File: config.mk
export PLATFORM = sky130hd
export DESIGN_NAME = addsub_accumulator_flat
export DESIGN_NICKNAME = d
export VERILOG_FILES = /design/src/rtl/addsub_accumulator_if.sv /design/src/rtl/addsub_accumulator.sv /design/src/flat_wrapper.sv
export SDC_FILE = /design/constraint.sdc
export NUM_CORES = 1
export LEC_CHECK = 0
export ABC_AREA = 0
export BUFFER_PORTS_ARGS = -buffer_cell sky130_fd_sc_hd__buf_2
export CORE_UTILIZATION = 54
export DETAILED_ROUTE_END_ITERATION = 10
export GPL_TIMING_DRIVEN = 0
export PLACE_DENSITY = 0.82
export RECOVER_POWER = 25
export SLEW_MARGIN = 10
export SYNTH_ARGS = -nofsm -noshare
export SYNTH_HDL_FRONTEND = slang
export SYNTH_SLANG_ARGS = --single-unit
File: constraint.sdc
create_clock -name clk -period 3.3 [get_ports clk]
set_input_delay 0.33 -clock clk [delete_from_list [all_inputs] [get_ports clk]]
set_output_delay 0.33 -clock clk [all_outputs]
set_load 0.02 [all_outputs]
File: src/rtl/addsub_accumulator_if.sv
// Handshake bundle for addsub_accumulator: burst control, operand input port
// and result output port.
interface addsub_accumulator_if #(
  parameter int unsigned CNT_W = 8
);
  logic             start;
  logic [CNT_W-1:0] op_count;
  logic             in_valid;
  logic             in_ready;
  logic [7:0]       in_data;
  logic             in_mode;
  logic             out_valid;
  logic             out_ready;
  logic [7:0]       out_result;
  logic             out_ovfl;
  logic             busy;

  modport master (
    output start, op_count, in_valid, in_data, in_mode, out_ready,
    input  in_ready, out_valid, out_result, out_ovfl, busy
  );

  modport slave (
    input  start, op_count, in_valid, in_data, in_mode, out_ready,
    output in_ready, out_valid, out_result, out_ovfl, busy
  );
endinterface

File: src/rtl/addsub_accumulator.sv
// Burst accumulator around a signed 8-bit adder/subtractor: accepts op_count
// operand beats, then presents the final accumulator and a sticky overflow flag.
module addsub_accumulator #(
  parameter int unsigned CNT_W    = 8,
  parameter bit          SATURATE = 1'b1
) (
  input logic                 clk,
  input logic                 rst,
  addsub_accumulator_if.slave bus
);
  typedef enum logic [1:0] {StIdle, StRun, StDone} state_e;

  state_e           state_q, state_d;
  logic [7:0]       acc_q, acc_d;
  logic [CNT_W-1:0] rem_q, rem_d;
  logic             sticky_q, sticky_d;

  logic [7:0] b_eff;
  logic [7:0] sum;
  logic       ovf_raw;
  logic       ovf;
  logic       accept;

  // Adder/subtractor datapath: a = acc, b = in_data.
  always_comb begin
    b_eff   = bus.in_mode ? (~bus.in_data + 8'd1) : bus.in_data;
    sum     = acc_q + b_eff;
    ovf_raw = (acc_q[7] == b_eff[7]) && (sum[7] != acc_q[7]);
    // -128 has no 8-bit negation; subtracting it overflows iff acc is non-negative
    if (bus.in_mode && (bus.in_data == 8'h80)) begin
      ovf = ~acc_q[7];
    end else begin
      ovf = ovf_raw;
    end
  end

  assign accept = (state_q == StRun) && bus.in_valid;

  always_comb begin
    state_d  = state_q;
    acc_d    = acc_q;
    rem_d    = rem_q;
    sticky_d = sticky_q;
    unique case (state_q)
      StIdle: begin
        if (bus.start) begin
          acc_d    = '0;
          sticky_d = 1'b0;
          rem_d    = bus.op_count;
          state_d  = (bus.op_count != '0) ? StRun : StDone;
        end
      end
      StRun: begin
        if (accept) begin
          if (SATURATE && ovf) begin
            acc_d = acc_q[7] ? 8'h80 : 8'h7F;
          end else begin
            acc_d = sum;
          end
          sticky_d = sticky_q | ovf;
          rem_d    = rem_q - CNT_W'(1);
          if (rem_q == CNT_W'(1)) begin
            state_d = StDone;
          end
        end
      end
      StDone: begin
        if (bus.out_ready) begin
          state_d = StIdle;
        end
      end
      default: state_d = StIdle;
    endcase
  end

  always_ff @(posedge clk or posedge rst) begin
    if (rst) begin
      state_q  <= StIdle;
      acc_q    <= '0;
      rem_q    <= '0;
      sticky_q <= 1'b0;
    end else begin
      state_q  <= state_d;
      acc_q    <= acc_d;
      rem_q    <= rem_d;
      sticky_q <= sticky_d;
    end
  end

  assign bus.in_ready   = (state_q == StRun);
  assign bus.out_valid  = (state_q == StDone);
  assign bus.out_result = (state_q == StDone) ? acc_q : 8'h00;
  assign bus.out_ovfl   = (state_q == StDone) ? sticky_q : 1'b0;
  assign bus.busy       = (state_q != StIdle);
endmodule

File: src/flat_wrapper.sv
// flat-port wrapper written by rule: the top's interface ports become plain ports
module addsub_accumulator_flat 
#(
  parameter int unsigned CNT_W    = 8,
  parameter bit          SATURATE = 1'b1
)
  (clk, rst, bus_start, bus_op_count, bus_in_valid, bus_in_data, bus_in_mode, bus_out_ready, bus_in_ready, bus_out_valid, bus_out_result, bus_out_ovfl, bus_busy);
  addsub_accumulator_if #(.CNT_W(CNT_W)) bus_i ();
  input logic clk;
  input logic rst;
  input wire logic [$bits(bus_i.start)-1:0] bus_start;
  input wire logic [$bits(bus_i.op_count)-1:0] bus_op_count;
  input wire logic [$bits(bus_i.in_valid)-1:0] bus_in_valid;
  input wire logic [$bits(bus_i.in_data)-1:0] bus_in_data;
  input wire logic [$bits(bus_i.in_mode)-1:0] bus_in_mode;
  input wire logic [$bits(bus_i.out_ready)-1:0] bus_out_ready;
  output wire logic [$bits(bus_i.in_ready)-1:0] bus_in_ready;
  output wire logic [$bits(bus_i.out_valid)-1:0] bus_out_valid;
  output wire logic [$bits(bus_i.out_result)-1:0] bus_out_result;
  output wire logic [$bits(bus_i.out_ovfl)-1:0] bus_out_ovfl;
  output wire logic [$bits(bus_i.busy)-1:0] bus_busy;
  assign bus_i.start = bus_start;
  assign bus_i.op_count = bus_op_count;
  assign bus_i.in_valid = bus_in_valid;
  assign bus_i.in_data = bus_in_data;
  assign bus_i.in_mode = bus_in_mode;
  assign bus_i.out_ready = bus_out_ready;
  assign bus_in_ready = bus_i.in_ready;
  assign bus_out_valid = bus_i.out_valid;
  assign bus_out_result = bus_i.out_result;
  assign bus_out_ovfl = bus_i.out_ovfl;
  assign bus_busy = bus_i.busy;
  addsub_accumulator #(.CNT_W(CNT_W), .SATURATE(SATURATE)) u_core (.clk(clk), .rst(rst), .bus(bus_i));
endmodule
* Word-level counts from Yosys, hierarchy flattened
Cells that the tools add are included.
** Word-level totals
- Bits in writable memories :: 0
- Input port bits :: 22
- Bits in latches :: 0
- Memories kept :: 0
- Output and inout port bits :: 12
- Register bits :: 19
- Memory bits (read-only) :: 0
** Operators by class
- Magnitude comparators :: 0
- Reductions and logical operators :: 9
- Mux-type cells :: 21
- Shift operators :: 0
- Bitwise gates (word level) :: 3
- Multipliers :: 0
- Divide/modulo/power cells :: 0
- Equal/unequal tests :: 10
- Add/subtract/negate cells :: 3
** Operators with widths (number)
- $mux W8 :: 8
- $pmux W8 S2 :: 2
- $mux W2 :: 5
- $add A8 B1 Y8 const B :: 1
- $add A8 B8 Y8 :: 1
- $eq A8 B1 Y1 const B :: 1
- $eq A8 B8 Y1 const B :: 1
- $not A8 Y8 :: 1
- $reduce_bool A8 Y1 :: 1
- $sub A8 B1 Y8 const B :: 1
- $pmux W2 S3 :: 1
- $mux W1 :: 4
- $ne A2 B1 Y1 const B :: 2
- $ne A2 B2 Y1 const B :: 2
- $reduce_and A4 Y1 :: 1
- $reduce_bool A2 Y1 :: 2
- $logic_and A1 B1 Y1 :: 3
- $reduce_and A3 Y1 :: 1
- $eq A2 B1 Y1 const B :: 1
- $eq A2 B2 Y1 const B :: 1
- $logic_not A2 Y1 :: 1
- $pmux W1 S2 :: 1
- $eq A1 B1 Y1 :: 1
- $ne A1 B1 Y1 :: 1
- other kinds (2) :: 2

* Logic depth before layout (Yosys ltp)
- Word-level depth :: 10
- Mapped depth :: 12
- Mapped depth without buffers :: 12

* Least setup slack after synthesis
No wires, ideal clock.
- Path type :: input to register
- Start point :: input port bus_in_data[2]
- End point :: register u_core.acc_q[2]
- Arrival time :: 2515 ps
- Path slack :: 720 ps
- Path buffers :: 0
- Data required time :: 3235 ps
- Library setup time :: 65 ps
- Stages on the path :: 10
- Cells stage by stage :: or3_1 o31ai_1 xnor2_1 ha_1 nand2_1 o21ai_0 o221ai_1 a221oi_4 o21ai_1 nand2_1
** On the way
- Word-level cells in the longest chain between the ends :: 10
- Elaborated cells on any way between the ends :: 13
- Classes of those cells :: add/sub: 2; eq/ne: 3; mux: 5; bitwise: 1; reduce/logical: 2
** RTL lines
- start, declared :: line flat_wrapper.sv:14 : input wire logic [$bits(bus_i.in_data)-1:0] bus_in_data;
- $not A8 Y8 :: line addsub_accumulator.sv:26 : b_eff = bus.in_mode ? (~bus.in_data + 8'd1) : bus.in_data;
- $add A8 B1 Y8 :: line addsub_accumulator.sv:26
- $mux W8 :: line addsub_accumulator.sv:26
- $add A8 B8 Y8 :: line addsub_accumulator.sv:27 : sum = acc_q + b_eff;
- $ne A1 B1 Y1 :: line addsub_accumulator.sv:28 : ovf_raw = (acc_q[7] == b_eff[7]) && (sum[7] != acc_q[7]);
- $logic_and A1 B1 Y1 :: line addsub_accumulator.sv:28
- $mux W1 :: line addsub_accumulator.sv:30 : if (bus.in_mode && (bus.in_data == 8'h80)) begin
- $mux W8 * :: line addsub_accumulator.sv:55 : if (SATURATE && ovf) begin
- $mux W8 * :: line addsub_accumulator.sv:54 : if (accept) begin
- $pmux W8 S2 * :: line addsub_accumulator.sv:44 : unique case (state_q)
- end signal, assigned :: line addsub_accumulator.sv:79 : acc_q <= '0;
- end signal, assigned :: line addsub_accumulator.sv:84 : acc_q <= acc_d;
- end, declared :: line addsub_accumulator.sv:14 : logic [7:0] acc_q, acc_d;
Every way passes the cells marked *; elsewhere a longest branch is shown, timed or not. The select of a mux whose other input is x is not followed.
A chain may end at the register's enable or synchronous reset.

* Final worst setup path
- Start point :: input port bus_in_data[1]
- End point :: register u_core.acc_q[4]
Same word-level chain as after synthesis.

==> flow_summary.json <==
{
  "grt_max_degree": 20,
  "hpwl_um": 2721,
  "p_leak_nw": 0.8699,
  "cts_buffer_depth": 2,
  "worst_ep_arrival_time_ns": 2.87,
  "worst-path-stages": 13,
  "grt_pass1_vias": 1366,
  "slew_headroom": 0.5375,
  "power.internal_uw": 702.2,
  "port_buffers": 32,
  "globalplace.congestion": 0.7887,
  "synth_top_family_by_area": "compound AO/OA/AOI/OAI gates",
  "cts_sinks": 19,
  "dieArea_sq_mm": 0.003226,
  "finalCritPeriodShare": 0.7973,
  "syn_inst": 198,
  "sw_frac_of_total": 0.4785,
  "clockPowerShare": 0.087,
  "cts_max_level": 1,
  "final_common_cell": "buf_2",
  "n_fill_cell": 255,
  "drt-total-wl_um": 3336,
  "cp_slowest_cell": "o21ai_0",
  "grt_pass1_wl_um": 5823,
  "finalSetupTns_ns": 0,
  "worstReg2RegStart": "u_core.acc_q[5]",
  "cts_resized": 0,
  "vias": 1499,
  "synthSimpleGateAreaFrac": 0.2353,
  "clock_latency_ns": 0.29,
  "cts_buffers": 3,
  "syn_area_sq_mm": 0.001622,
  "worst_ep_required_time_ns": 3.54,
  "ys_ff_latch": 19,
  "cts_root_buf": "clkbuf_4",
  "initial_core_util": 0.5781,
  "layout-drive-gt1-share": 0.1966,
  "power_density_mw_per_mm2": 729.1,
  "end_kind": "flip-flop",
  "die-width_um": 56.80,
  "synth_fa_ha_area_frac": 0.08951,
  "tritoncts": "yes",
  "synth.mux.area_fraction": 0.01389,
  "synth_nets": 231,
  "mostFrequentLayoutCells": "buf_2, nand2_1, dfrtp_1, nor2_1, inv_1",
  "p_comb_frac": 0.589,
  "yosys_warnings": 0,
  "startpoint": "bus_in_data[1]",
  "design_area_sq_mm": 0.001847,
  "hold_buffers": 0,
  "drv_slew": 0,
  "first_pass_iters": 7,
  "power.switching_uw": 644.3,
  "synth_compound_area_frac": 0.2755,
  "rsz0062_at_grt": "false",
  "peakVddDrop_mv": 0.2573,
  "synth_area_leaders": "dfrtp_1, ha_1, nand2_1, xnor2_1, a21oi_1",
  "cp_slowest_stage_delay_ns": 0.39,
  "dp.cells": 261,
  "synth_largest_area_cell": "dfrtp_1",
  "final_antenna_net_count": 0,
  "violations": "DRC",
  "hold_viol_final": 0,
  "r2r_end": "u_core.acc_q[4]",
  "placed_area_sq_mm": 0.001821,
  "tightest_slew_ns": 0.6930,
  "post-route-min-period_ns": 2.631,
  "n_antenna_cell": 0,
  "grt_use_total": 0.2300,
  "synth_edf_count": 0,
  "cp-start-kind": "input port",
  "io_pins": 34,
  "routed_via_density": 5.657,
  "maxCapViolCount": 0,
  "path_max_fanout": 5,
  "setup.worst_path.end": "u_core.acc_q[4]",
  "p_seq_frac": 0.324,
  "synth_ff_type": "dfrtp_1",
  "synth_xor_area_frac": 0.04861,
  "wl_per_cell_um": 12.59,
  "synth_top_area_frac": 0.2932,
  "setup_viol": 0,
  "final_nets": 268,
  "worst_hold_path_type": "input port to asynchronous set/reset pin",
  "fp.coreArea_sq_mm": 0.002805,
  "fp.dieH_um": 56.80,
  "skew_ns": 0.001477,
  "max_freq_ghz": 0.3801,
  "crit_type": "input port to flip-flop",
  "reg2regPathDepth": 7,
  "cpLargestDelayFamily": "compound AO/OA/AOI/OAI gates",
  "status": "complete, but fails checks",
  "dr.first_iter.drc_count": 83,
  "clk_pin_slew_worst_paths_ns": 0.10,
  "area_delta_synth_final_pct": 13.89,
  "power_mw": 1.347,
  "grt_overflow": 0,
  "syn_area_per_cell_sq_um": 8.190,
  "antenna_found_initial": 0,
  "rows": 19,
  "synthArstFlopShare": 1.000,
  "path_cells": "buf_2 > inv_1 > ha_1 > nand2b_1 > o41ai_1 > xnor2_1 > ha_1 > nand2_1 > o21ai_0 > o221ai_1 > a221oi_4 > o21ai_1 > nand2_1",
  "yosysUniqueCellTypes": 43,
  "rrSetupSlack_ns": 1.15,
  "post_cts_buffers": 0,
  "seq_area_frac_synth": 0.2932,
  "fin_cells": 265,
  "critical_path_buf_inv_count": 2,
  "remaining_drc_errors": 4
}
## through the flow
stage,utilization,hold WS (ns),setup WS (ns)
floorplan,-,0.2811,0.7200
global placement,0.6490,0.4660,0.4272
detailed placement,0.6490,0.4700,0.3280
CTS,0.6583,0.1603,0.6404
global route,0.6583,0.1658,0.3732
finish,0.6583,0.1218,0.6689
## worst register-to-register path, stage by stage, from the launching register on
cell and delay, ns:
dfrtp_1 0.44, ha_1 0.35, nand2_1 0.06, o21ai_0 0.39, o221ai_1 0.27, a221oi_4 0.38, o21ai_1 0.12, nand2_1 0.08
## Yosys cell counts, types with 3 or more instances
cell type / count
nor2_1: 16
o21ai_1: 9
and2_1: 9
nor2b_1: 3
a31oi_1: 4
a211oi_1: 4
nand2_1: 29
a221o_1: 3
clkbuf_1: 5
inv_1: 14
nor3_1: 5
ha_1: 10
dfrtp_1: 19
nor4_1: 4
xnor2_1: 7
o21ai_0: 11
nand3_1: 3
a21oi_1: 12
nand2b_1: 5
## registers in the layout, indices dropped and copies added, names as in the netlist
signal           flops
u_core.acc_q         8
u_core.rem_q         8
u_core.state_q       2
u_core.sticky_q      1
## power groups by stage
stage	combinational (mW)	clock (mW)	sequential (mW)
floorplan	0.633	0	0.412
global placement	0.776	0	0.439
detailed placement	0.795	0	0.439
CTS	0.796	0.120	0.435
global route	0.909	0.132	0.449
finish	0.793	0.117	0.436
## layout make-up
type	instances	area [sq um]	share of cell area
clock buffer	4	26.28	0.01423
tap	31	38.79	0.02100
multi-input combinational	160	1075	0.5820
sequential	19	475.5	0.2575
timing repair buffer	32	160.2	0.08672
buffer	5	18.77	0.01016
inverter	14	52.55	0.02846
## routing by layer
layer,wire length (um),vias to the layer above,GRT usage
met5,0,-,0
met4,39,0,0.09408
met3,112,4,0.01382
met2,1661,44,0.4048
met1,1523,675,0.2926
li1,-,776,-
## how the worst min path moves through the flow
stage / from / to / slack (ns) / cells past startpoint
after floorplan: rst / u_core.acc_q[0] / 0.28 / 1
after global placement: rst / u_core.acc_q[0] / 0.47 / 2
after detailed placement: u_core.sticky_q / u_core.sticky_q / 0.47 / 2
after CTS: rst / u_core.rem_q[3] / 0.16 / 2
after global routing: rst / u_core.state_q[0] / 0.17 / 2
final: rst / u_core.state_q[0] / 0.12 / 2
## kinds of logic after synthesis
group / Yosys count
and+or+nand+nor: 79
AOI/OAI and AO/OA: 60
buffers and inverters: 19
DFF: 19
adders and majority gates: 11
xor gates and xnor gates: 9
muxes: 1
(Power assumes the default switching activity.)
